### src/rtl/light_ctrl_multi.sv
// -----------------------------------------------------------------------------
// light_ctrl_multi
//
// N-channel front-panel light controller. Each channel takes a raw push-button,
// synchronises and debounces it, and classifies each press with a small FSM:
//   - short press (released before LONG_CYCLES) toggles the channel's light
//   - long press (held LONG_CYCLES) steps the channel's brightness level,
//     wrapping from LEVELS-1 back to 0, but only while the light is on
// Each lamp is driven by a PWM output whose duty follows the brightness level.
// power_on gates everything: when low all lights are forced off and no press
// is recognised. Brightness levels are retained across power loss.
//
// Ports
//   clk        in   1          system clock
//   reset      in   1          asynchronous active-high reset
//   power_on   in   1          global enable, 0 forces all lights off
//   btn        in   N_CH       raw asynchronous buttons, 1 = pressed
//   light_on   out  N_CH       registered on/off state per channel
//   level      out  N_CH*LW    brightness per channel, ch i at [i*LW +: LW]
//   pwm_out    out  N_CH       registered PWM lamp drive
//   short_evt  out  N_CH       1-cycle pulse per accepted short press
//   long_evt   out  N_CH       1-cycle pulse per accepted long press
// -----------------------------------------------------------------------------
module light_ctrl_multi #(
    parameter int N_CH            = 4,
    parameter int DEBOUNCE_CYCLES = 16,
    parameter int LONG_CYCLES     = 200,
    parameter int LEVELS          = 4,
    parameter int PWM_BITS        = 8,
    localparam int LW             = $clog2(LEVELS)
) (
    input  logic                 clk,
    input  logic                 reset,
    input  logic                 power_on,
    input  logic [N_CH-1:0]      btn,
    output logic [N_CH-1:0]      light_on,
    output logic [N_CH*LW-1:0]   level,
    output logic [N_CH-1:0]      pwm_out,
    output logic [N_CH-1:0]      short_evt,
    output logic [N_CH-1:0]      long_evt
);

    localparam int DBW    = $clog2(DEBOUNCE_CYCLES + 1);
    localparam int HW     = $clog2(LONG_CYCLES + 1);
    localparam int DUTY_W = PWM_BITS + 1;

    typedef enum logic [1:0] {
        S_IDLE      = 2'd0,
        S_PRESSED   = 2'd1,
        S_LONG_HELD = 2'd2
    } state_t;

    // Next brightness level, wrapping at the top.
    function automatic logic [LW-1:0] f_next_level(input logic [LW-1:0] lvl);
        if (lvl == LW'(LEVELS - 1)) begin
            return '0;
        end
        return lvl + LW'(1);
    endfunction

    // PWM threshold for a level. One bit wider than the counter so that the
    // top level yields 2^PWM_BITS and the lamp stays constantly on.
    function automatic logic [DUTY_W-1:0] f_duty(input logic [LW-1:0] lvl);
        int unsigned t;
        t = ((32'(lvl) + 32'd1) << PWM_BITS) / 32'(LEVELS);
        return DUTY_W'(t);
    endfunction

    // Shared free-running PWM counter; all lamps share one period and phase.
    logic [PWM_BITS-1:0] r_pwm_cnt;

    always_ff @(posedge clk or posedge reset) begin
        if (reset) begin
            r_pwm_cnt <= '0;
        end else begin
            r_pwm_cnt <= r_pwm_cnt + PWM_BITS'(1);
        end
    end

    for (genvar g = 0; g < N_CH; g++) begin : g_ch
        logic              r_sync1;
        logic              r_sync2;
        logic              r_stable;
        logic              r_stable_d;
        logic [DBW-1:0]    r_db_cnt;
        logic [HW-1:0]     r_hold_cnt;
        state_t            r_state;
        logic              r_light;
        logic [LW-1:0]     r_level;
        logic              r_short;
        logic              r_long;
        logic              r_pwm;
        logic              w_rise;
        logic              w_fall;
        logic [DUTY_W-1:0] w_duty;

        // Edges of the debounced level. r_stable_d keeps tracking while power
        // is off, so a button held across power return shows no rise and
        // must be released and pressed again.
        assign w_rise = r_stable & ~r_stable_d;
        assign w_fall = ~r_stable & r_stable_d;
        assign w_duty = f_duty(r_level);

        // Synchroniser and debouncer. The counter runs while the synced level
        // disagrees with the accepted level; any agreement restarts it, so
        // only a sustained change is accepted.
        always_ff @(posedge clk or posedge reset) begin
            if (reset) begin
                r_sync1    <= 1'b0;
                r_sync2    <= 1'b0;
                r_stable   <= 1'b0;
                r_stable_d <= 1'b0;
                r_db_cnt   <= '0;
            end else begin
                r_sync1    <= btn[g];
                r_sync2    <= r_sync1;
                r_stable_d <= r_stable;
                if (r_sync2 == r_stable) begin
                    r_db_cnt <= '0;
                end else if (r_db_cnt == DBW'(DEBOUNCE_CYCLES)) begin
                    r_stable <= r_sync2;
                    r_db_cnt <= '0;
                end else begin
                    r_db_cnt <= r_db_cnt + DBW'(1);
                end
            end
        end

        // Press classifier with registered light state and event pulses.
        // A release takes priority over reaching the long threshold.
        always_ff @(posedge clk or posedge reset) begin
            if (reset) begin
                r_state    <= S_IDLE;
                r_hold_cnt <= '0;
                r_light    <= 1'b0;
                r_level    <= LW'(LEVELS - 1);
                r_short    <= 1'b0;
                r_long     <= 1'b0;
            end else begin
                r_short <= 1'b0;
                r_long  <= 1'b0;
                if (!power_on) begin
                    r_state    <= S_IDLE;
                    r_hold_cnt <= '0;
                    r_light    <= 1'b0;
                end else begin
                    case (r_state)
                        S_IDLE: begin
                            if (w_rise) begin
                                r_state    <= S_PRESSED;
                                r_hold_cnt <= '0;
                            end
                        end
                        S_PRESSED: begin
                            if (w_fall) begin
                                r_state <= S_IDLE;
                                r_short <= 1'b1;
                                r_light <= ~r_light;
                            end else if (r_hold_cnt == HW'(LONG_CYCLES - 1)) begin
                                r_state    <= S_LONG_HELD;
                                r_long     <= 1'b1;
                                r_hold_cnt <= r_hold_cnt + HW'(1);
                                if (r_light) begin
                                    r_level <= f_next_level(r_level);
                                end
                            end else begin
                                r_hold_cnt <= r_hold_cnt + HW'(1);
                            end
                        end
                        S_LONG_HELD: begin
                            // hold_cnt stays saturated at LONG_CYCLES here
                            if (w_fall) begin
                                r_state <= S_IDLE;
                            end
                        end
                        default: begin
                            r_state <= S_IDLE;
                        end
                    endcase
                end
            end
        end

        // Lamp drive, registered off the current light state and level.
        always_ff @(posedge clk or posedge reset) begin
            if (reset) begin
                r_pwm <= 1'b0;
            end else begin
                r_pwm <= power_on & r_light & ({1'b0, r_pwm_cnt} < w_duty);
            end
        end

        assign light_on[g]          = r_light;
        assign level[g*LW +: LW]    = r_level;
        assign pwm_out[g]           = r_pwm;
        assign short_evt[g]         = r_short;
        assign long_evt[g]          = r_long;
    end

endmodule
### config.mk
export PLATFORM = sky130hd
export DESIGN_NAME = light_ctrl_multi
export DESIGN_NICKNAME = d
export VERILOG_FILES = /design/src/rtl/light_ctrl_multi.sv
export SDC_FILE = /design/constraint.sdc
export NUM_CORES = 1
export LEC_CHECK = 0
export CORE_ASPECT_RATIO = 0.6
export CORE_MARGIN = 2
export CORE_UTILIZATION = 40
export CTS_BUF_LIST = sky130_fd_sc_hd__clkbuf_8 sky130_fd_sc_hd__clkbuf_16
export DETAILED_ROUTE_END_ITERATION = 7
export MAX_ROUTING_LAYER = met4
export PLACE_DENSITY = 0.64
export SLEW_MARGIN = 5
export SYNTH_ARGS = -nofsm -noshare
export SYNTH_HDL_FRONTEND = slang
export SYNTH_SLANG_ARGS = --single-unit
export TNS_END_PERCENT = 100
### constraint.sdc
create_clock -name clk -period 5.78 [get_ports clk]
set_input_delay 1.156 -clock clk [delete_from_list [all_inputs] [get_ports clk]]
set_output_delay 1.156 -clock clk [all_outputs]
set_load 0.03 [all_outputs]
# Yosys cells after proc, flatten, opt, wreduce, memory -nomap -nowiden
# Index checks and enable logic that the tools add are counted.
# word_totals
register_bits	108
in_bits	7
out_inout_bits	24
wordCells	302
# classes
addsub	17
n_lt_le_gt_ge	4
n_eq_ne	52
n_mux	120
n_bitwise	36
n_reduce_logical	24
# ops
cell	count
8-bit 2-to-1 mux	12
1-bit 2-to-1 mux	64
8-bit case mux with 2 select lines	4
2-bit 2-to-1 mux	28
8-bit by 1-bit adder with 8-bit output, second input constant	5
5-bit 2-to-1 mux	8
8-bit by 9-bit < comparator with 1-bit output	4
3-bit != test, second input constant	12
8-bit equality test, second input constant	4
2-bit case mux with 3 select lines	4
3-bit AND reduction	8
5-bit by 1-bit adder with 5-bit output, second input constant	4
5-bit equality test, second input constant	4
1-bit inverter	20
5-bit AND reduction	4
1-bit bitwise AND	16
2-bit equality test, second input constant	8
2-bit by 1-bit != test with 1-bit output, second input constant	8
4-bit != test, second input constant	4
2-bit AND reduction	8
2-bit by 1-bit adder with 3-bit output, second input constant	4
3-bit by 1-bit != test with 1-bit output, second input constant	4
2-bit by 1-bit adder with 2-bit output, second input constant	4
2-bit by 1-bit equality test with 1-bit output, second input constant	4
other kinds (2)	8

# Depth between registers and ports, before layout
# Gate-level depths: netlist (run 1).
# logic_depth
ltp_word	8
mapped_depth	6
mapped_depth_nobuf	6

# Worst setup path after synthesis (run 1)
# Ideal clock, no wire load.
# synth_timing
path_kind	in2reg
from	in power_on
to	reg g_ch[1].r_level[0]
setup_time_ns	0.085
t_arrival_ns	1.979
setup_slack_ns	3.717
cell_stages	4
cell_sequence	and3b_1 > and2_1 > nand3_1 > mux2_1
# synth_between
elab_chain_cells	1
# synth_lines
element	line	rtl
start: declaration	34	input logic power_on,
5-bit AND reduction (no source line)	--	
end signal: assignment	136	r_level <= LW'(LEVELS - 1);
end signal: assignment	164	r_level <= f_next_level(r_level);
end: declaration	89	logic [LW-1:0] r_level;
# Every way passes these cells.
# A chain may end at the register's enable or synchronous reset.

# Worst setup path after layout (run 1)
# layout_timing
from	reg g_ch[2].r_level[0]
to	out level[4]
# layout_rtl
element	line	rtl
start: declaration	89	
start signal: assignment	136	
start signal: assignment	164	
end: declaration	37	output logic [N_CH*LW-1:0] level,
# No word-level cell between the ends.

==> qor.txt, run 1 <==
initial antenna violation count - 0
die span in x - 152 µm
fin crit share - 47.8%
vias per std cell - 5.18
post-synth top area cell - dfrtp_1
Placeable Area - 12800 µm²
status - complete, no violations
Hold Path Depth - 0
setup violators final - 0
Seq cells post-synth - 108
wl on met1 - 5030 µm
Syn. warnings - 0
Die Span Y - 92.6 µm
WP data required - 4.62 ns
cell class contributing the biggest share of worst-path delay - buffers and inverters
Area Overhead vs Synth - 12.8%
vias in the first global route - 3327
Sequential Power Share - 53.1%
Fin Setup TNS - 0 ns
FP Rows - 32
unrepaired setup endpoints after global routing - no
Synth area leaders - dfrtp_1, ha_1, dfstp_2
Tot Pwr - 1.46 mW
maximum root-to-sink buffer count - 2
combinational share of power - 3.5%
CP max FO - 5
H-tree levels - 3
switching part of the total - 21.6%
# resized after CTS - 0
DRC - 0
WHS Endpoint - g_ch[2].r_sync2$_DFF_PP0_
crit-path max cell delay - 0.69 ns
mapped cell area - 5240 µm²
gr usage total - 15.0%
Cells after Synth - 496
register area share after synthesis - 51.8%
worst slew pin tran - 0.884 ns
dpl ws - 2.76 ns
CP Capture Type - primary output
Worst Path Arrival - 1.61 ns
CP cell instances - clkdlybuf4s50_1
met2 WL - 3990 µm
IO Count - 31
Post CTS Setup Buffer Count - 0
P_leak - 2.55 nW
hpwl dp - 6730 µm
Crit Path Class - reg2out
Max Slew Vio Count - 0
Final Non-Filler Cells - 690
Final Hold Viols - 0
CTS tree - built
via count - 3572
Max rail drop VDD - 0.114 mV
worst r2r dst - g_ch[1].r_level[0]$_DFFE_PP1P_
startpoint types - register
commonest non-fill, non-tap cell in the layout - dfrtp_1
routed len/inst - 13.8 µm
commonest cells after routing, fill and taps aside - dfrtp_1, nor2_1, nand2_1, clkdlybuf4s50_1, inv_1
normalized max-slew margin - 41.1%
initial core utilization - 40.9%
Final ANT Viol Nets - 0
n_diodes - 0
Yosys top cell area share - 47.8%
switching power - 0.314 mW
slowest CP cell - clkdlybuf4s50_1
reg-to-reg startpoint - g_ch[1].r_hold_cnt[0]$_DFFE_PP0P_
Internal - 1.14 mW
fraction of layout cells with a size suffix above 1 - 7.88%
DRT Pass-1 Iters - 4
CTS buffer count - 9
first-pass GRT wire length - 16100 µm
Unique masters post-synth - 58
PwrDens - 247 nW/µm²
Max Clk Rate - 362 MHz
post-route setup slack - 3.02 ns
R2R cell count - 5
fin crit period - 2.76 ns
HP Class - reg2reg
Post-Place Cells - 674
sum of buffers and inverters on the critical path - 1
Worst Skew - 0.00747 ns
global placer's final weighted congestion - 0.844
ys async rst share - 100%
Die ar. - 14100 µm²
largest net degree at the start of global routing - 73
top_reg_cell synth - dfrtp_1
Clock power frac - 43.3%
Post-synth EDFFs - 0
Max-Cap Viols - 0
clock-pin slew on the worst setup and hold paths - 0.07 ns
hold_buf cts - 0
DR top layer - met4
Sink Count - 108
Post-Route WL - 9530 µm
Port Buffers - 30
Overflow after GRT - 0
post-synthesis net count - 524
flop2flop setup slack - 3.70 ns
min-delay src - g_ch[2].r_sync1$_DFF_PP0_
initial DRC count - 166
WL met3 - 425 µm
# nets final - 543
synthesized area per cell - 10.6 µm²
Root Buffer - clkbuf_16
Worst-Skew Late Latency - 0.35 ns
[synthesized netlist by cell type (5+ instances only)]
| master | count |
|---|---|
| a21oi_1 | 21 |
| and2_1 | 16 |
| and3_1 | 6 |
| buf_2 | 5 |
| buf_4 | 16 |
| dfrtp_1 | 100 |
| dfstp_2 | 8 |
| ha_1 | 21 |
| inv_1 | 26 |
| mux2_1 | 8 |
| mux2_2 | 6 |
| nand2_1 | 30 |
| nand2b_1 | 10 |
| nand3_1 | 23 |
| nand3b_1 | 7 |
| nand4_1 | 10 |
| nor2_1 | 44 |
| nor2b_1 | 7 |
| nor3_1 | 7 |
| o21ai_0 | 23 |
| o31ai_1 | 6 |
| or3_1 | 14 |
| xnor2_1 | 15 |
| xor2_1 | 12 |
[sequential cells by signal (all words and copies together) (netlist names)]
| signal | cells |
|---|---|
| g_ch.r_short | 4 |
| g_ch.r_stable_d | 4 |
| g_ch.r_light | 4 |
| g_ch.r_hold_cnt | 32 |
| g_ch.r_db_cnt | 20 |
| g_ch.r_long | 4 |
| g_ch.r_level | 8 |
| g_ch.r_pwm | 4 |
| r_pwm_cnt | 8 |
| g_ch.r_sync1 | 4 |
| g_ch.r_state | 8 |
| g_ch.r_stable | 4 |
| g_ch.r_sync2 | 4 |
[stage by stage]
step	util [%]	instance area [µm²]	hold WS (ns)
after CTS	46.1	5900	0.351
after global routing	46.1	5900	0.356
after detailed placement	43.6	5590	0.336
final	46.1	5900	0.352
after global placement	43.6	5590	0.332
after floorplan	-	5240	0.331
[layer usage]
metal | up-vias | global-route usage [%]
li1 | 1764 | -
met2 | 67 | 20.2
met1 | 1731 | 21.8
met3 | 10 | 4.43
met5 | - | -
met4 | 0 | 4.48
[worst max path at each step]
stage,startpoint,endpoint,cells past startpoint
2_1_floorplan,reset,g_ch[0].r_db_cnt[0]$_DFF_PP0_,1
3_3_place_gp,power_on,g_ch[1].r_level[0]$_DFFE_PP1P_,6
3_5_place_dp,power_on,g_ch[1].r_level[1]$_DFFE_PP1P_,6
4_1_cts,g_ch[2].r_level[0]$_DFFE_PP1P_,level[4],1
5_1_grt,g_ch[2].r_level[0]$_DFFE_PP1P_,level[4],1
6_report,g_ch[2].r_level[0]$_DFFE_PP1P_,level[4],1
[power by group through the flow]
| stage | logic [mW] | registers (mW) | clock network [mW] |
|---|---|---|---|
| finish | 0.0515 | 0.773 | 0.631 |
| global route | 0.0608 | 0.774 | 0.684 |
| CTS | 0.0536 | 0.773 | 0.651 |
| detailed placement | 0.0534 | 0.788 | 0 |
| global placement | 0.0515 | 0.787 | 0 |
| floorplan | 0.0389 | 0.786 | 0 |
[cell type report]
cell class	count	area (µm²)
tap	170	213
fill	1194	6910
multi-input combinational	337	2250
inverter	27	104
sequential	108	2710
clock inverter	5	60.1
timing repair buffer	32	315
clock buffer	11	253
[logic make-up after synthesis]
| logic type | Yosys count | synth area share (%) |
|---|---|---|
| buffers and inverters | 51 | 5.28 |
| flip-flops | 108 | 51.8 |
| AND/OR/NAND/NOR | 196 | 20.6 |
| multiplexers | 17 | 3.58 |
| AO/OA/AOI/OAI | 76 | 9.15 |
| adder cells (fa/ha/maj) | 21 | 5.02 |
| XOR/XNOR | 27 | 4.52 |
No activity file was read; power rests on OpenSTA's default activity.
==> run 2: changes to the inputs <==
==> constraint.sdc (replaced) <==
create_clock -name clk -period 2.6 [get_ports clk]
set_input_delay 0.52 -clock clk [delete_from_list [all_inputs] [get_ports clk]]
set_output_delay 0.52 -clock clk [all_outputs]
set_load 0.03 [all_outputs]
==> qor.txt, run 2 (same netlist as run 1, synthesis figures left out) <==
worst slew pin tran - 0.667 ns (-0.217 ns)
Layout fillers - 1146 (-4.0%)
n_diodes - 0 (unchanged)
commonest cells after routing, fill and taps aside - dfrtp_1, nor2_1, nand2_1, clkdlybuf4s50_1, inv_1
Post-Place Cells - 678 (+0.59%)
gr usage total - 15.3% (+0.27 points)
Final Hold Viols - 0 (unchanged)
Overflow after GRT - 0 (unchanged)
Fin Setup TNS - 0 ns (unchanged)
Max rail drop VDD - 0.261 mV (+130%)
CP Capture Type - primary output
hold_buf cts - 0 (unchanged)
CTS tree - built
maximum root-to-sink buffer count - 2 (unchanged)
PwrDens - 535 nW/µm² (+120%)
vias per std cell - 5.18 (+0.15%)
fin crit share - 81.8%
# resized after CTS - 0 (unchanged)
setup violators final - 0 (unchanged)
R2R cell count - 5 (unchanged)
FP Rows - 32 (unchanged)
cell class contributing the biggest share of worst-path delay - buffers and inverters
DRT Pass-1 Iters - 4 (unchanged)
CP cell instances - clkdlybuf4s50_1
commonest non-fill, non-tap cell in the layout - dfrtp_1
Port Buffers - 30 (unchanged)
CTS buffer count - 9 (unchanged)
Sink Count - 108 (unchanged)
Worst Path Arrival - 1.61 ns (about the same)
# nets final - 547 (+0.74%)
flop2flop setup slack - 0.66 ns (-3.04 ns)
Max Clk Rate - 470 MHz
Hold Path Depth - 0 (unchanged)
WHS Endpoint - g_ch[1].r_sync2$_DFF_PP0_
status - complete, no violations
hpwl dp - 6770 µm (+0.63%)
Post-Route WL - 9580 µm (+0.54%)
WP depth - 1 (unchanged)
WP data required - 2.08 ns (-2.54 ns)
min-delay src - g_ch[1].r_sync1$_DFF_PP0_
DRC - 0 (unchanged)
initial DRC count - 296 (+78%)
Area Overhead vs Synth - 13.2%
Placeable Area - 12800 µm² (unchanged)
Worst-Skew Late Latency - 0.34 ns (about the same)
normalized max-slew margin - 55.2% (+14 points)
Max Slew Vio Count - 0 (unchanged)
Post CTS Setup Buffer Count - 0 (unchanged)
Worst Skew - 0.00662 ns (-0.000856 ns)
worst r2r dst - g_ch[3].r_level[1]$_DFFE_PP1P_
HP Class - reg2reg
Root Buffer - clkbuf_16
max FFs per register - 32 (unchanged)
Max-Cap Viols - 0 (unchanged)
vias in the first global route - 3517 (+5.7%)
biggest regs - g_ch.r_hold_cnt (32), g_ch.r_db_cnt (20)
largest net degree at the start of global routing - 109 (+49%)
routed len/inst - 13.8 µm (about the same)
IO Count - 31 (unchanged)
Final Non-Filler Cells - 694 (+0.58%)
die span in x - 152 µm (unchanged)
Crit Path Class - reg2out
clock-pin slew on the worst setup and hold paths - 0.07 ns (about the same)
Final ANT Viol Nets - 0 (unchanged)
slowest CP cell - clkdlybuf4s50_1
initial core utilization - 40.9% (unchanged)
startpoint types - register
WHS - 0.349 ns (-0.00271 ns)
H-tree levels - 3 (unchanged)
initial antenna violation count - 0 (unchanged)
first-pass GRT wire length - 16600 µm (+3.0%)
reg-to-reg startpoint - g_ch[3].r_hold_cnt[0]$_DFFE_PP0P_
sum of buffers and inverters on the critical path - 1 (unchanged)
P_leak - 2.57 nW (+0.89%)
via count - 3598 (+0.73%)
unrepaired setup endpoints after global routing - no
CP max FO - 5 (unchanged)
most flop-heavy register - g_ch.r_hold_cnt
global placer's final weighted congestion - 0.797 (-5.6%)
fraction of layout cells with a size suffix above 1 - 8.21% (+0.32 points)
crit-path max cell delay - 0.68 ns (about the same)
Die Span Y - 92.6 µm (unchanged)
Die ar. - 14100 µm² (unchanged)
fin crit period - 2.13 ns
[run 2: area by class of cell]
cell class                      count  area [µm²]  area share, %
Clock buffer                       13         280           4.73
Clock inverter                      3        12.5          0.211
Inverter                           27         105           1.77
Multi-Input combinational cell    337        2250           37.9
Sequential cell                   108        2710           45.8
Tap cell                          170         213           3.59
Timing Repair Buffer               36         358           6.04
[run 2: report_power, final]
| group | leakage [nW] | switching, mW | total [mW] | internal [mW] |
|---|---|---|---|---|
| clock | 0.154 | 0.583 | 1.33 | 0.747 |
| sequential | 1.44 | 0.0183 | 1.72 | 1.70 |
| combinational | 0.978 | 0.0794 | 0.121 | 0.0419 |
[run 2: through the flow]
stage          setup slack (ns)  instance area (µm²)  util, %  total power [mW]
3_3_place_gp              0.474                 5640     44.0              1.87
5_1_grt                   0.411                 5930     46.3              3.30
3_5_place_dp              0.387                 5640     44.0              1.88
2_1_floorplan             0.785                 5240        -              1.83
6_report                  0.474                 5930     46.3              3.17
4_1_cts                   0.453                 5930     46.3              3.22
[run 2: layer usage]
| metal | wire length (µm) | global-route usage, % | share of wire [%] |
|---|---|---|---|
| met5 | 0 | - | 0 |
| met4 | 76 | 4.48 | 0.79 |
| met3 | 325 | 3.89 | 3.4 |
| met2 | 4150 | 21.8 | 43 |
| met1 | 5030 | 21.6 | 52 |
[run 2: worst max-delay path by stage]
stage                                    from                                 to  slack [ns]
2_1_floorplan                           reset      g_ch[0].r_db_cnt[0]$_DFF_PP0_        0.79
3_3_place_gp                         power_on  g_ch[2].r_hold_cnt[4]$_DFFE_PP0P_        0.47
3_5_place_dp                         power_on     g_ch[1].r_level[0]$_DFFE_PP1P_        0.39
4_1_cts        g_ch[0].r_level[0]$_DFFE_PP1P_                           level[0]        0.45
5_1_grt        g_ch[0].r_level[0]$_DFFE_PP1P_                           level[0]        0.41
6_report       g_ch[0].r_level[0]$_DFFE_PP1P_                           level[0]        0.47
